File: src/rtl/seg_scan_decoder.sv
// Recovers 16-bit frames from an active-low multiplexed 4-digit seven-segment scan bus.
// Latency: digit captured STABLE_CYCLES edges after it appears; frame valid one edge after the 4th capture.
module seg_scan_decoder #(
    parameter int STABLE_CYCLES = 4
) (
    input  logic        i_clk,
    input  logic        i_rst_n,
    input  logic [7:0]  i_seg_in,
    input  logic [3:0]  i_dig_sel,
    output logic [15:0] o_value,
    output logic        o_frame_err,
    output logic        o_frame_valid,
    input  logic        i_frame_ready
);

    localparam logic [7:0] LP_STABLE = 8'(STABLE_CYCLES);

    typedef enum logic {ST_COLLECT, ST_HOLD} state_t;

    state_t      r_state;
    state_t      w_state_next;
    logic [7:0]  r_seg_q;
    logic [3:0]  r_sel_q;
    logic [7:0]  r_cnt;
    logic [7:0]  w_cnt_next;
    logic        r_cap;
    logic        w_cap_next;
    logic        w_onehot;
    logic        w_changed;
    logic        w_launch;
    logic [15:0] r_digit;
    logic [15:0] w_digit_next;
    logic [3:0]  r_captured;
    logic [3:0]  w_captured_next;
    logic        r_err_acc;
    logic        w_err_acc_next;
    logic [4:0]  w_dec;

    function automatic logic [4:0] decode(input logic [7:0] seg);
        case (seg)
            8'hC0:   decode = 5'h00;
            8'hF9:   decode = 5'h01;
            8'hA4:   decode = 5'h02;
            8'hB0:   decode = 5'h03;
            8'h99:   decode = 5'h04;
            8'h92:   decode = 5'h05;
            8'h82:   decode = 5'h06;
            8'hF8:   decode = 5'h07;
            8'h80:   decode = 5'h08;
            8'h90:   decode = 5'h09;
            8'h88:   decode = 5'h0A;
            8'h83:   decode = 5'h0B;
            8'hC6:   decode = 5'h0C;
            8'hA1:   decode = 5'h0D;
            8'h86:   decode = 5'h0E;
            8'h8E:   decode = 5'h0F;
            default: decode = 5'h10;
        endcase
    endfunction

    // The counter looks at the pins being registered this edge, so a pattern present
    // before edge 0 reads as count 1 after edge 0 and captures at edge STABLE_CYCLES.
    always_comb begin
        w_onehot   = (i_dig_sel == 4'b1110) || (i_dig_sel == 4'b1101) ||
                     (i_dig_sel == 4'b1011) || (i_dig_sel == 4'b0111);
        w_changed  = {i_seg_in, i_dig_sel} != {r_seg_q, r_sel_q};
        w_cnt_next = r_cnt;
        if (!w_onehot)
            w_cnt_next = 8'd0;
        else if (w_changed)
            w_cnt_next = 8'd1;
        else if (r_cnt != LP_STABLE)
            w_cnt_next = r_cnt + 8'd1;
        w_cap_next = (w_cnt_next == LP_STABLE) &&
                     ((w_onehot && w_changed) || (r_cnt != LP_STABLE));
    end

    always_comb begin
        w_state_next = r_state;
        w_launch     = 1'b0;
        case (r_state)
            ST_COLLECT: begin
                if (r_captured == 4'hF) begin
                    w_launch     = 1'b1;
                    w_state_next = ST_HOLD;
                end
            end
            ST_HOLD: begin
                if (i_frame_ready)
                    w_state_next = ST_COLLECT;
            end
            default: w_state_next = ST_COLLECT;
        endcase
    end

    // A launch clears the accumulator before this cycle's capture lands in the new frame.
    always_comb begin
        w_dec           = decode(r_seg_q);
        w_digit_next    = r_digit;
        w_captured_next = w_launch ? 4'h0 : r_captured;
        w_err_acc_next  = w_launch ? 1'b0 : r_err_acc;
        if (r_cap) begin
            w_err_acc_next = w_err_acc_next | w_dec[4];
            case (r_sel_q)
                4'b1110: begin w_digit_next[3:0]   = w_dec[3:0]; w_captured_next[0] = 1'b1; end
                4'b1101: begin w_digit_next[7:4]   = w_dec[3:0]; w_captured_next[1] = 1'b1; end
                4'b1011: begin w_digit_next[11:8]  = w_dec[3:0]; w_captured_next[2] = 1'b1; end
                4'b0111: begin w_digit_next[15:12] = w_dec[3:0]; w_captured_next[3] = 1'b1; end
                default: w_err_acc_next = w_err_acc_next;
            endcase
        end
    end

    always_ff @(posedge i_clk or negedge i_rst_n) begin
        if (!i_rst_n) begin
            r_state     <= ST_COLLECT;
            r_seg_q     <= 8'hFF;
            r_sel_q     <= 4'hF;
            r_cnt       <= 8'd0;
            r_cap       <= 1'b0;
            r_digit     <= 16'h0000;
            r_captured  <= 4'h0;
            r_err_acc   <= 1'b0;
            o_value     <= 16'h0000;
            o_frame_err <= 1'b0;
        end else begin
            r_state    <= w_state_next;
            r_seg_q    <= i_seg_in;
            r_sel_q    <= i_dig_sel;
            r_cnt      <= w_cnt_next;
            r_cap      <= w_cap_next;
            r_digit    <= w_digit_next;
            r_captured <= w_captured_next;
            r_err_acc  <= w_err_acc_next;
            if (w_launch) begin
                o_value     <= r_digit;
                o_frame_err <= r_err_acc;
            end
        end
    end

    assign o_frame_valid = (r_state == ST_HOLD);

endmodule

File: config.mk
export PLATFORM = sky130hd
export DESIGN_NAME = seg_scan_decoder
export DESIGN_NICKNAME = d
export VERILOG_FILES = /design/src/rtl/seg_scan_decoder.sv
export SDC_FILE = /design/constraint.sdc
export NUM_CORES = 1
export LEC_CHECK = 0
export CAP_MARGIN = 20
export CORE_ASPECT_RATIO = 0.5
export CORE_MARGIN = 4
export CORE_UTILIZATION = 55
export DETAILED_ROUTE_END_ITERATION = 16
export GPL_TIMING_DRIVEN = 0
export PLACE_DENSITY = 0.79
export SETUP_SLACK_MARGIN = 0.05
export SYNTH_ARGS = -nofsm -noshare
export SYNTH_HDL_FRONTEND = slang
export SYNTH_SLANG_ARGS = --single-unit
File: constraint.sdc
create_clock -name i_clk -period 2.09 [get_ports i_clk]
set_input_delay 0.209 -clock i_clk [delete_from_list [all_inputs] [get_ports i_clk]]
set_output_delay 0.209 -clock i_clk [all_outputs]
set_load 0.01 [all_outputs]
### Word level (Yosys, flattened, before mapping)

Index checks and enable logic that the tools add are counted.

* flip-flop bits (word level): 60
* input bits: 15
* output and inout bits: 18

* add/subtract/negate cells: 1
* eq/ne operators: 28
* multiplexer cells: 16
* bitwise operators: 2
* reductions and logical operators: 10

Operators by type and width (number)
* == test 8 bit, second input constant: 16
* case mux 5 bit (16 select lines): 1
* == test 4 bit, second input constant: 7
* two-way mux 8 bit: 3
* inequality test 12 bit: 1
* two-way mux 1 bit: 9
* adder 8 x 1 -> 8 bit, second input constant: 1
* == test 4 x 3 -> 1 bit, second input constant: 2
* == test 8 x 3 -> 1 bit, second input constant: 1
* two-way mux 4 bit: 2
* inequality test 8 x 3 -> 1 bit, second input constant: 1
* AND reduction 2 bit: 4
* logical OR 1 bit: 4
* logical AND 1 bit: 2
* case mux 1 bit (2 select lines): 1
* NOT 1 bit: 1
* bitwise OR 1 bit: 1

### Depth between registers and ports, before layout

* depth after elaboration: 7
* mapped depth: 7
* mapped depth without buffers: 6

### Worst setup path after synthesis

Ideal clock, no wire load.

* path type: reg-to-reg
* start point: register r_seg_q[0]
* end point: register r_cap
* setup time: 94 ps
* arrival: 1530 ps
* data required time: 1996 ps
* path slack: 466 ps
* stages on the path, launching flop included: 7
* path buffers: 1
* period minus slack after synthesis: 1624 ps
* cell sequence: dfstp_2 -> buf_2 -> xor2_1 -> nor4_2 -> nand3_1 -> nand3b_4 -> nor4b_4

* longest elaborated chain between the ends: 5
* elaborated cells on any way between the ends: 7
* classes of those cells: eq/ne (2); mux (2); reduce/logical (3)

RTL lines
* start: declaration: line 22 `logic [7:0] r_seg_q;`
* start signal: assignment: line 128 `r_seg_q <= i_seg_in;`
* inequality test 12 bit *: line 66 `w_changed = {i_seg_in, i_dig_sel} != {r_seg_q, r_sel_q};`
* two-way mux 8 bit: line 70 `else if (w_changed)`
* two-way mux 8 bit: line 68 `if (!w_onehot)`
* == test 8 x 3 -> 1 bit: line 74 `w_cap_next = (w_cnt_next == LP_STABLE) &&`
* logical AND 1 bit *: line 74
* named net w_cap_next: line 27 `logic w_cap_next;`
* end signal: assignment: line 131 `r_cap <= w_cap_next;`
* end: declaration: line 26 `logic r_cap;`

Mark *: on every way through the listed nets, which the timed path passes. The rest lies on a longest branch.
A chain may end at the register's enable or synchronous reset.

### Final worst setup path

* start point: register r_sel_q[0]
* end point: register r_digit[8]

* longest elaborated chain between the ends: 2

RTL lines
* start: declaration: line 23 `logic [3:0] r_sel_q;`
* start signal: assignment: line 129 `r_sel_q <= i_dig_sel;`
* == test 4 bit: line 104 `case (r_sel_q)`
* AND reduction 2 bit (no source line)
* end signal: assignment: line 132 `r_digit <= w_digit_next;`
* end: declaration: line 31 `logic [15:0] r_digit;`

Every way passes these cells.

==> flow_summary.yaml <==
run_status:
  status: "finished clean"
die:
  die_area_um2: 6380
  die_y_um: 58.5
  initial_utilization_pct: 56.9
  core_region_area_um2: 4930
  core.rowCount: 18
  die_w_um: 109
  pin_count: 33
sta:
  period_minus_slack_ns: 1.89
  clock_skew_ns: 0.00984
  rsz0062_at_grt: "no"
  drv_slew: 0
  setup_viol: 0
  fmax_ghz: 0.530
  max-slew-margin-rel_pct: 41.5
  hold_viol: 0
  tightest_slew_ns: 0.871
  period_share_pct: 90.3
detailed_routing:
  vias: 1906
  first_iter_violations: 93
  drtAntennaViolNets: 0
  finalWirelength_um: 5340
  drc: 0
  viasPerCell: 5.46
  drt_first_pass_iters: 4
  post_drt_wl_per_cell_um: 15.3
yosys:
  ys_warn_count: 0
  synth_nets: 247
  synth-seq-area-share_pct: 54.1
  synth-seq-cells: 60
  ys_top_cells_by_area: "dfrtp_1 43%, mux2_2 13%, dfstp_2 11%, xor2_1 5.3%, nand2_1 2.4%"
  netlist_area_um2: 2810
  synth_top_area_share_pct: 42.8
  syn-instance-count: 230
  dominantRegCellSynth: "dfrtp_1"
  synth-edff-count: 0
  yosysTopAreaCell: "dfrtp_1"
  synthArstFlopShare_pct: 100
  syn_avg_cell_area_um2: 12.2
  yosys.cell_types.count: 44
grt:
  first_global_vias: 1913
  grt_start_max_net_pins: 44
  overflow: 0
  grtUsageTotal_pct: 19.1
  grt_pass1_wl_um: 9210
  antenna_found_initial: 0
final_layout:
  synthToLayoutAreaGrowth_pct: 21.7
  final_util_pct: 69.2
  drive_gt1_share_pct: 27.6
  diodes: 0
  fillers: 365
  fin_cells: 349
  final_common_cell: "dfrtp_1"
  nets: 292
  mostFrequentLayoutCells: "48 x dfrtp_1, 32 x mux2_2, 31 x clkdlybuf4s50_1, 18 x nand2_1, 17 x xor2_1"
setup_path:
  cp-start-kind: "register"
  crit_path_end_kind: "register"
  path_cells: "nand2_1 -> nor3_1 -> mux2_2"
  rr_worst_depth: 3
  reg2reg_slack_ns: 0.20
  max_stage_delay_ns: 0.71
  r2r-start: "r_sel_q[0]"
  path_class: "register to register"
  cp.arrival_ns: 2.11
  required_ns: 2.31
  worst-path-max-fanout: 5
  crit_slowest_cell: "nor3_1"
  r2r_end: "r_digit[8]"
clock_network:
  htree_levels: 3
  root_buffer: "clkbuf_8"
  cts_tree: "done"
  cts.repair.resized: 0
  clkSlewWorstSetupHoldPaths_ns: 0.07
  clockBufferDepth: 2
  clk_latency_ns: 0.34
  clock_sinks: 60
  cts_buffers: 9
pwr:
  leakagePower_nw: 1.57
  ir_worst_vdd_uv: 404
  powerDensity_nw_per_um2: 668
  power_mw: 2.28
job:
  cap_violations: 0
place:
  hpwl_um: 3900
  gp_congestion: 0.833
  io_buffers: 32
  dpl.cell_count: 333
worst_hold_path:
  hold_path.class: "primary input to register"
  min_from: "i_seg_in[6]"
  worstHoldEndpoint: "r_seg_q[6]"
  holdPathStages: 1
## worst max-delay path: cells and delay by family, from the launching register on
family / cells / cell delay, ns
simple gates: 2 / 0.79
flops: 1 / 0.56
mux: 1 / 0.42
## registers in the layout, summed over array words and instances, names as in the netlist
name,cells
r_digit,16
r_cap,1
r_cnt,8
r_seg_q,8
o_frame_err,1
o_frame_valid,1
r_err_acc,1
o_value,16
r_sel_q,4
r_captured,4
## synthesized netlist by cell type (2+ instances only)
cell type  number
clkbuf_1        3
o31ai_1         2
nand4b_1        3
inv_1           4
a31oi_1         6
buf_2           6
and3_1          3
dfrtp_1        48
nor2b_1         2
o21ai_0         3
xnor2_1         4
nand4_1         2
buf_6           3
nor3b_1         3
a21o_1          3
a21oi_1         2
nor4_2          2
nand2b_1        5
mux2_2         32
nor4_1          2
nand3_1         9
nor2_1         12
or3_1           2
nand2_1        18
nor3_1          4
dfstp_2        12
ha_1            2
xor2_1         17
## worst max path at each step
stage | end | start
3_3_place_gp | r_cnt[0] | i_rst_n
6_report | r_digit[8] | r_sel_q[0]
2_1_floorplan | r_cap | r_seg_q[0]
4_1_cts | r_digit[8] | r_sel_q[0]
5_1_grt | r_digit[3] | r_seg_q[5]
3_5_place_dp | r_cap | i_dig_sel[3]
## stage by stage
stage	setup WS [ns]	TNS [ns]	instance area, µm²	hold slack [ns]
3_3_place_gp	-0.917	-47.47	3210	0.452
4_1_cts	0.206	0	3410	0.314
3_5_place_dp	0.0937	0	3230	0.169
6_report	0.203	0	3410	0.327
2_1_floorplan	0.466	0	2810	-0.0866
5_1_grt	0.0665	0	3410	0.308
## cell type report
type / count / area (µm²) / area share (%)
Tap cell: 70 / 87.6 / 2.57
Clock buffer: 11 / 151 / 4.43
Sequential cell: 60 / 1520 / 44.4
Multi-Input combinational cell: 154 / 1200 / 35.1
Buffer: 12 / 75.1 / 2.20
Inverter: 4 / 15.0 / 0.440
Clock inverter: 4 / 25.0 / 0.733
Timing Repair Buffer: 34 / 345 / 10.1
## layer usage
metal / up-vias / GRT usage [%] / part of all wire [%]
met5: - / 0 / 0
met2: 50 / 30.6 / 47
li1: 905 / - / -
met4: 0 / 5.40 / 1.2
met3: 8 / 6.46 / 5.3
met1: 943 / 25.2 / 47
## what timing repair did
item	in CTS	in global routing
endpoints found under the hold margin	16	0
buffers inserted	0	0
hold buffers	1	0
## logic make-up (layout without fill, tap and decap cells)
group / Yosys count / after routing / synth area share [%]
adder cells (fa/ha/maj): 2 / 2 / 0.892
flip-flops: 60 / 60 / 54.1
multiplexers: 34 / 34 / 13.6
buffers and inverters: 16 / 65 / 3.21
XOR/XNOR: 21 / 21 / 6.56
AND/OR/NAND/NOR: 74 / 74 / 15.8
AO/OA/AOI/OAI: 23 / 23 / 5.84
## report_power, final
group / internal [mW] / total, mW / switching [mW]
clock network: 0.483 / 0.929 / 0.446
registers: 1.18 / 1.20 / 0.0130
logic: 0.0667 / 0.154 / 0.0877
(Power assumes the default switching activity.)
